$ cat config.mk
export PLATFORM = sky130hd
export DESIGN_NAME = rr_arb
export DESIGN_NICKNAME = d
export VERILOG_FILES = /design/src/rtl/rr_arb_pkg.sv /design/src/rtl/rr_arb_s.sv /design/src/rtl/rr_arb.sv
export SDC_FILE = /design/constraint.sdc
export NUM_CORES = 1
export LEC_CHECK = 0
export CELL_PAD_IN_SITES_DETAIL_PLACEMENT = 1
export CELL_PAD_IN_SITES_GLOBAL_PLACEMENT = 1
export CORE_ASPECT_RATIO = 0.75
export CORE_MARGIN = 2
export CORE_UTILIZATION = 35
export CTS_CLUSTER_DIAMETER = 30
export DETAILED_ROUTE_END_ITERATION = 6
export PLACE_DENSITY = 0.67
export SYNTH_ARGS = -nofsm -noshare
export SYNTH_HDL_FRONTEND = slang
export SYNTH_SLANG_ARGS = --single-unit
$ cat constraint.sdc
create_clock -name clk -period 4.2 [get_ports clk]
set_input_delay 0.84 -clock clk [delete_from_list [all_inputs] [get_ports clk]]
set_output_delay 0.84 -clock clk [all_outputs]
set_load 0.03 [all_outputs]
$ cat src/rtl/rr_arb_pkg.sv
// Shared types and helpers for the round-robin arbiter.
package rr_arb_pkg;

    typedef enum logic {
        IDLE  = 1'b0,
        GRANT = 1'b1
    } state_t;

    // W is a power of two, so masking with W-1 gives the modulo-W wrap.
    function automatic logic [31:0] ptr_inc(input logic [31:0] p, input int unsigned w);
        return (p + 32'd1) & (w - 32'd1);
    endfunction

endpackage

$ cat src/rtl/rr_arb_s.sv
// Rotating first-set-bit selector: finds the first set bit of x_i at index >= pos_i,
// wrapping modulo W.
module s #(
    parameter int W = 8
) (
    input  logic [W-1:0]         x_i,
    input  logic [$clog2(W)-1:0] pos_i,
    output logic                 any_o,
    output logic [W-1:0]         y_o,
    output logic [$clog2(W)-1:0] y_enc_o
);

    localparam int LW = $clog2(W);

    logic [LW-1:0] idx;

    always_comb begin
        idx     = '0;
        any_o   = 1'b0;
        y_o     = '0;
        y_enc_o = '0;
        for (int i = 0; i < W; i++) begin
            idx = pos_i + LW'(i);
            if (!any_o && x_i[idx]) begin
                any_o   = 1'b1;
                y_enc_o = idx;
            end
        end
        if (any_o) begin
            y_o[y_enc_o] = 1'b1;
        end
    end

endmodule

$ cat src/rtl/rr_arb.sv
// Registered round-robin arbiter with sticky handshaked grant and rotating priority pointer.
// Optional RR_ARB_LOCK_EN adds lock_i, which keeps priority on the granted requester on accept.
//
// state | meaning
// IDLE  | no grant outstanding, gnt_vld_o = 0
// GRANT | grant held stable until gnt_rdy_i accepts it
module rr_arb
    import rr_arb_pkg::*;
#(
    parameter int W = 8
) (
    input  logic                 clk,
    input  logic                 arst_n,
    input  logic [W-1:0]         req_i,
    input  logic                 gnt_rdy_i,
`ifdef RR_ARB_LOCK_EN
    input  logic                 lock_i,
`endif
    output logic                 gnt_vld_o,
    output logic [W-1:0]         gnt_o,
    output logic [$clog2(W)-1:0] gnt_enc_o,
    output logic [$clog2(W)-1:0] ptr_o
);

    localparam int LW = $clog2(W);

    state_t        state;
    logic          accept;
    logic          hold_ptr;
    logic [LW-1:0] ptr_next;
    logic [LW-1:0] search_pos;
    logic          sel_any;
    logic [W-1:0]  sel_y;
    logic [LW-1:0] sel_enc;

    assign accept = (state == GRANT) && gnt_rdy_i;

`ifdef RR_ARB_LOCK_EN
    assign hold_ptr = lock_i;
`else
    assign hold_ptr = 1'b0;
`endif

    assign ptr_next = hold_ptr ? gnt_enc_o : LW'(ptr_inc(32'(gnt_enc_o), W));

    // On accept the follow-on grant is searched from the updated pointer in the same cycle.
    assign search_pos = accept ? ptr_next : ptr_o;

    s #(.W(W)) u_sel (
        .x_i     (req_i),
        .pos_i   (search_pos),
        .any_o   (sel_any),
        .y_o     (sel_y),
        .y_enc_o (sel_enc)
    );

    always_ff @(posedge clk or negedge arst_n) begin
        if (!arst_n) begin
            state     <= IDLE;
            ptr_o     <= '0;
            gnt_vld_o <= 1'b0;
            gnt_o     <= '0;
            gnt_enc_o <= '0;
        end else begin
            case (state)
                IDLE: begin
                    if (sel_any) begin
                        state     <= GRANT;
                        gnt_vld_o <= 1'b1;
                        gnt_o     <= sel_y;
                        gnt_enc_o <= sel_enc;
                    end
                end
                GRANT: begin
                    if (gnt_rdy_i) begin
                        ptr_o <= ptr_next;
                        if (sel_any) begin
                            gnt_o     <= sel_y;
                            gnt_enc_o <= sel_enc;
                        end else begin
                            state     <= IDLE;
                            gnt_vld_o <= 1'b0;
                            gnt_o     <= '0;
                            gnt_enc_o <= '0;
                        end
                    end
                end
                default: begin
                    state     <= IDLE;
                    gnt_vld_o <= 1'b0;
                    gnt_o     <= '0;
                    gnt_enc_o <= '0;
                end
            endcase
        end
    end

endmodule
Word-level counts from Yosys, hierarchy flattened --
Cells that the tools add are included.
Word-level totals: register bits after elaboration 16, input port bits 11, output and inout port bits 15, logic and storage cells 96
Cells by class: add/subtract/negate cells 8, magnitude comparators 10, eq/ne operators 3, multiplexer cells 50, bitwise gates (word level) 1, reductions and logical operators 19
Operators by type and width (number):
- 3-bit by 4-bit < comparator with 1-bit output (second input constant) | 9
- 3-bit two-way mux | 12
- 1-bit binary-select mux with 3-bit select | 8
- 8-bit two-way mux | 3
- 1-bit two-way mux | 22
- 8-bit case mux with 2 select lines | 1
- 3-bit adder (second input constant) | 4
- 1-bit logical AND | 9
- 1-bit zero test | 7
- 3-bit by 1-bit adder with 3-bit output (second input constant) | 2
- 3-bit by 2-bit adder with 3-bit output (second input constant) | 2
- 2-bit inequality test (second input constant) | 3
- 3-bit case mux with 2 select lines | 1
- 1-bit case mux with 2 select lines | 2
- 2-bit AND reduction | 2
- 1-bit demux with 3-bit select | 1
- 3-bit by 1-bit >= comparator with 1-bit output (second input constant) | 1
- 3-bit AND reduction | 1
- 1-bit inverter | 1

Longest topological paths before layout --
Gate-level depths: netlist (run 1).
depth after elaboration 33, depth in mapped cells 15, mapped depth without buffers 12

Hierarchy --
A second synthesis (run 1) with hierarchy kept.
Unflattened totals: cells, all modules 206, area total of the unflattened synthesis 1975.6 µm²
By module, submodules not included:
- s | instances 1, cells each 136, area each 1181.1 µm², seq. area each 0.0 µm²
- rr_arb | instances 1, cells each 70, area each 794.5 µm², seq. area each 400.4 µm²

Least setup slack after synthesis (run 1) --
No wires, ideal clock.
path kind input to register, start point in gnt_rdy_i, end point reg gnt_o[5], arrival 4.018 ns, data required time 4.078 ns, setup slack 0.060 ns, stages on the path 13, path buffers 2, cells stage by stage buf_6 > nand2_2 > mux2_2 > clkbuf_1 > ha_1 > a311o_1 > a221oi_2 > a311oi_2 > or2_4 > or3_1 > o32ai_2 > a32oi_1 > a32o_1
Between the ends: word-level cells in the longest chain between the ends 33, elaborated cells on any way between the ends 67, classes of those cells add/sub (7); order compare (2); eq/ne (2); mux (39); reduce/logical (17)
RTL lines:
- from (decl) | RTL line rr_arb.sv:15 | input logic gnt_rdy_i,
- branches (longest 33 deep; another with 3-bit by 1-bit adder with 3-bit output)
- to (signal assigned) | RTL line rr_arb.sv:70 | gnt_o <= sel_y;
- to (signal assigned) | RTL line rr_arb.sv:78 | gnt_o <= sel_y;
- to (decl) | RTL line rr_arb.sv:20 | output logic [W-1:0] gnt_o,
Parallel ways; which one is timed is not known. The select of a mux whose other input is x is not followed. A chain may end at the register's enable or synchronous reset.

Worst setup path after layout (run 1) --
start point in gnt_rdy_i, end point reg gnt_o[6]
The elaborated chain is that of the path after synthesis.

==> reports/metrics.cfg, run 1 <==
[critical_path]
cpLargestDelayFamily = compound AO/OA/AOI/OAI gates
path_buf_inv = 3
crit_path_top_delay_cell = a311oi_2
path_cells = dlygate4sd2_1, and3b_2, nor2_8, inv_4, ha_1, a311o_1, buf_4, a311oi_2, nor4_1, a2111oi_2, a22o_1, nand4_1, o31ai_1
cp_max_fo = 5
slowest_delay_ps = 500
r2r-start = gnt_enc_o[0]
cp-start-kind = input pin
endpoint_kind = register
crit_arrival_ps = 4160
cp-startpoint = gnt_rdy_i
critical_path_class = in2reg
critical_path_required_ps = 4340

[clock_network]
h-tree-depth = 1
clock_sinks = 16
insertion_delay_ps = 250
numCtsBuffers = 3
cts_max_path_buffers = 2
clk_pin_slew_ps = 60
tritoncts = built
cts-root-buf = clkbuf_8
postCtsSetupBuffers = 0

[synth]
synth.mux.area_fraction = 0.0892
async_flop_share = 1.00
ys_seq_area_frac = 0.234
synthSimpleGateAreaFrac = 0.237
synth_cell_type_count = 67
synthFlopType = dfrtp_1
synth_warnings = 0
synth_top_family_by_area = compound AO/OA/AOI/OAI gates
synth_fp_nets = 207
avgSynthCellArea_um2 = 8.86
synth_area_um2 = 1710
synth-compound-area-share = 0.355
synth_xor_area_frac = 0.0205
ys_seq_elements = 16
synthAdderAreaFrac = 0.0219
syn_inst = 193
synth-edff-count = 0

[sta]
fin_crit_ps = 4010
hold_violations = 0
finalClockSkew_ps = 1.76
drv_slew = 0
rsz0062_at_grt = false
maxSlewHeadroom = 0.499
tns_ps = 0
fin_crit_sh = 0.955
tightest_slew_ps = 749
setup_viol = 0
max_freq_mhz = 249

[flow_run]
drv_cap = 0

[layout]
nFillCells = 547
drive_gt1_frac = 0.281
most-common-layout-cells = buf_4, clkdlybuf4s50_1, nand2_1, a21oi_1, dfrtp_1
antenna_cells = 0
multi_input_comb_area_um2 = 1260
syn_to_final_growth_pct = 35.6
layout_commonest_cell = buf_4
nNetsFinal = 265
ff_latch_area_um2 = 400

[routing]
drt_iter0_markers = 120
ant_nets = 0
vias = 1855
firstDrtPassIters = 4
routed_via_density = 6.06
drc = 0
routed_wl_um = 6110
wire_per_inst_um = 20.0

[die]
io_pins = 26
num_rows = 21
dieArea_um2 = 5470
die_height_um = 64.5
start_util = 0.374
die_w_um = 84.7
core_area_um2 = 4570

[global_route]
grt_overflow = 0
antenna_found_initial = 0
grt_pass1_wl_um = 10100
grt_max_degree = 17
grtUsageTotal = 0.234
grt_pass1_vias = 1934

[min_path]
min_from = gnt_o[2]
hold_class = reg2reg

[status]
status = complete, no violations

[placed_design]
dp_hpwl_um = 5010
io_buffers = 25
place_congestion = 0.925

## layer usage
layer	part of all wire	vias to the layer above	GRT usage
met5	0	-	0
met3	0.030	6	0.0357
li1	-	884	-
met1	0.52	931	0.341
met4	0.0062	0	0.0357
met2	0.45	34	0.373
## per-stage QoR
stage	hold slack [ps]	area, um2	worst slack (ps)	cells	utilization
after detailed placement	478	2250	-348	303	0.492
after floorplan	544	1710	60.3	193	-
after global placement	467	2250	-147	303	0.492
final	485	2320	188	306	0.507
after CTS	491	2320	219	306	0.507
after global routing	514	2320	30.8	306	0.507
## Yosys cell counts (3+ instances only)
cell / count / area, um2
o31ai_1: 5 / 37.5
clkbuf_1: 3 / 11.3
o21ai_1: 7 / 35.0
a21oi_1: 17 / 85.1
mux2_2: 4 / 45.0
nand3_1: 13 / 65.1
dfrtp_1: 16 / 400
o21ai_0: 5 / 25.0
o22ai_1: 4 / 25.0
a32oi_1: 3 / 26.3
a21o_1: 3 / 22.5
and2_1: 3 / 18.8
nor2_1: 9 / 33.8
ha_1: 3 / 37.5
inv_1: 4 / 15.0
nand2_1: 18 / 67.6
xnor2_1: 3 / 26.3
a211oi_1: 4 / 30.0
a32o_1: 5 / 50.1
mux2i_1: 4 / 40.0
nor3_1: 5 / 25.0
## area by class of cell
| cell class | instances | area share |
|---|---|---|
| clock buffer | 3 | 0.0178 |
| sequential | 16 | 0.173 |
| timing repair buffer | 61 | 0.224 |
| tap | 57 | 0.0308 |
| multi-input combinational | 164 | 0.546 |
| inverter | 5 | 0.00917 |
## path summary, 6_finish.rpt
path	slack, ps	cells past startpoint	end
max in group asynchronous	2700	1	gnt_o[5]
min	480	2	gnt_o[2]
min reg2reg	480	2	gnt_o[2]
max	190	13	gnt_o[6]
max reg2reg	410	11	gnt_o[6]
min in group asynchronous	1030	1	gnt_enc_o[0]
## logic make-up after synthesis
family / count (synthesis)
AOI/OAI and AO/OA: 77
xor gates and xnor gates: 4
adders and majority gates: 3
buffers and inverters: 13
DFF: 16
muxes: 11
and+or+nand+nor: 69
## registers in the layout, indices dropped and copies added (netlist names)
register   cells
gnt_vld_o      1
state          1
gnt_enc_o      3
gnt_o          8
ptr_o          3
## what timing repair did
item	CTS	global route
gates resized for setup	6	0
hold buffers	0	0
endpoints found under the setup margin	7	0
## tightest hold or removal path, cell delays in order, from the launching register on
cell and delay (ps):
dfrtp_1 350, nand2_1 50, o31ai_1 50
Power of run 1 is left out: the tool's default activity adds up to more than one toggle a clock period on the data nets, which glitch-free logic cannot reach.
==> inputs of run 2 (changes only) <==
--- a/config.mk
+++ b/config.mk
@@ -12,7 +12,9 @@
 export CORE_UTILIZATION = 35
 export CTS_CLUSTER_DIAMETER = 30
 export DETAILED_ROUTE_END_ITERATION = 6
+export HOLD_SLACK_MARGIN = 0.05
 export PLACE_DENSITY = 0.67
+export SETUP_SLACK_MARGIN = 0.3
 export SYNTH_ARGS = -nofsm -noshare
 export SYNTH_HDL_FRONTEND = slang
 export SYNTH_SLANG_ARGS = --single-unit
==> reports/metrics.cfg, run 2 (synthesis gave the netlist of run 1 again) <==
[sta]
fin_crit_ps = 3730
setup_viol = 0
tightest_slew_ps = 692
finalClockSkew_ps = 2.84
fin_crit_sh = 0.887
rsz0062_at_grt = false
drv_slew = 0
max_freq_mhz = 268
finalWorstSetupSlack_ps = 474
hold_violations = 0
maxSlewHeadroom = 0.537

[critical_path]
cpLargestDelayFamily = compound AO/OA/AOI/OAI gates
critical_path_class = in2reg
cp_max_fo = 5
slowest_delay_ps = 570
r2r_cells = 12
critical_path_required_ps = 4390
crit_arrival_ps = 3920
cp-start-kind = input pin
crit_path_top_delay_cell = mux4_2
cp_num_cells = 14
path_cells = clkbuf_2, and3b_2, nor2_8, inv_4, ha_2, a311o_1, nand2_2, mux4_2, o21ba_2, o311ai_1, a22o_1, buf_4, a21boi_4, a32o_1
endpoint_kind = register
path_buf_inv = 3

[routing]
ant_nets = 0
drt_iter0_markers = 97
routed_via_density = 6.16
routed_wl_um = 6470
drc = 0
firstDrtPassIters = 4
vias = 1916
wire_per_inst_um = 20.8

[layout]
top_register = gnt_o
antenna_cells = 0
drive_gt1_frac = 0.311
largest_reg_flops = 8
nNetsFinal = 269
most-common-layout-cells = buf_4, clkdlybuf4s50_1, a21oi_1, nand2_1, dfrtp_1
syn_to_final_growth_pct = 40.4
largest_registers = gnt_o x8, gnt_enc_o x3, ptr_o x3
layout_commonest_cell = buf_4
final_area_um2 = 2400

[global_route]
grt_pass1_wl_um = 10600
grt_pass1_vias = 1998
grt_max_degree = 17
grtUsageTotal = 0.248
antenna_found_initial = 0
busiest_layer = met2
met1_usage = 0.361
use_met3 = 0.0344
grt_use_met2 = 0.388
grt_overflow = 0

[die]
core_area_um2 = 4570
die_w_um = 84.7
start_util = 0.374
die_height_um = 64.5
dieArea_um2 = 5470
io_pins = 26
num_rows = 21

[placed_design]
place_ws_ps = -248
dp_hpwl_um = 5170
io_buffers = 25
place_area_um2 = 2310
place_congestion = 0.979

[clock_network]
tritoncts = built
cts_max_path_buffers = 2
insertion_delay_ps = 260
numCtsBuffers = 3
h-tree-depth = 1
clock_sinks = 16
clk_pin_slew_ps = 70
cts-root-buf = clkbuf_8

[min_path]
hold_depth = 2
hold_class = reg2reg

[status]
status = complete, no violations

[flow_run]
drv_cap = 0

==> run 2: cell type report <==
| class | count | area, um2 |
|---|---|---|
| multi-input combinational | 164 | 1310 |
| sequential | 16 | 400 |
| fill | 557 | 2170 |
| timing repair buffer | 65 | 546 |
| inverter | 5 | 21.3 |
| clock buffer | 4 | 55.1 |
| tap | 57 | 71.3 |
==> run 2: metrics by stage <==
step | setup TNS [ps] | std cells | utilization | hold WS, ps
finish | 0 | 311 | 0.525 | 486
global route | 0 | 311 | 0.525 | 525
CTS | 0 | 310 | 0.524 | 491
detailed placement | -2220 | 305 | 0.506 | 469
global placement | -881 | 305 | 0.506 | 466
floorplan | 0 | 193 | - | 544
==> run 2: routing by layer <==
| metal | vias to the layer above | routed length (um) |
|---|---|---|
| met3 | 6 | 425 |
| met4 | 0 | 65 |
| met2 | 71 | 2890 |
| met5 | - | 0 |
| met1 | 957 | 3080 |
| li1 | 882 | - |
==> run 2: path summary, 6_finish.rpt <==
path	end	startpoint	slack, ps
min in group asynchronous	gnt_enc_o[0]	arst_n	1000
min reg2reg	gnt_o[0]	gnt_o[0]	490
max reg2reg	gnt_o[5]	gnt_enc_o[0]	490
min	gnt_o[0]	gnt_o[0]	490
max in group asynchronous	gnt_o[3]	arst_n	2760
max	gnt_o[5]	gnt_rdy_i	470
==> run 2: tightest hold or removal path: stages, from the launching register on <==
cell	delay [ps]
dfrtp_1	350
nand2_1	50
o31ai_1	60
==> run 2: what timing repair did <==
item	in CTS	in global routing
setup buffers	1	1
setup endpoints to repair	11	11
hold endpoints to repair	0	0
hold buffers	0	0
gates resized for setup	4	4
pin swaps	2	5
Power of run 2 is left out for the same reason.
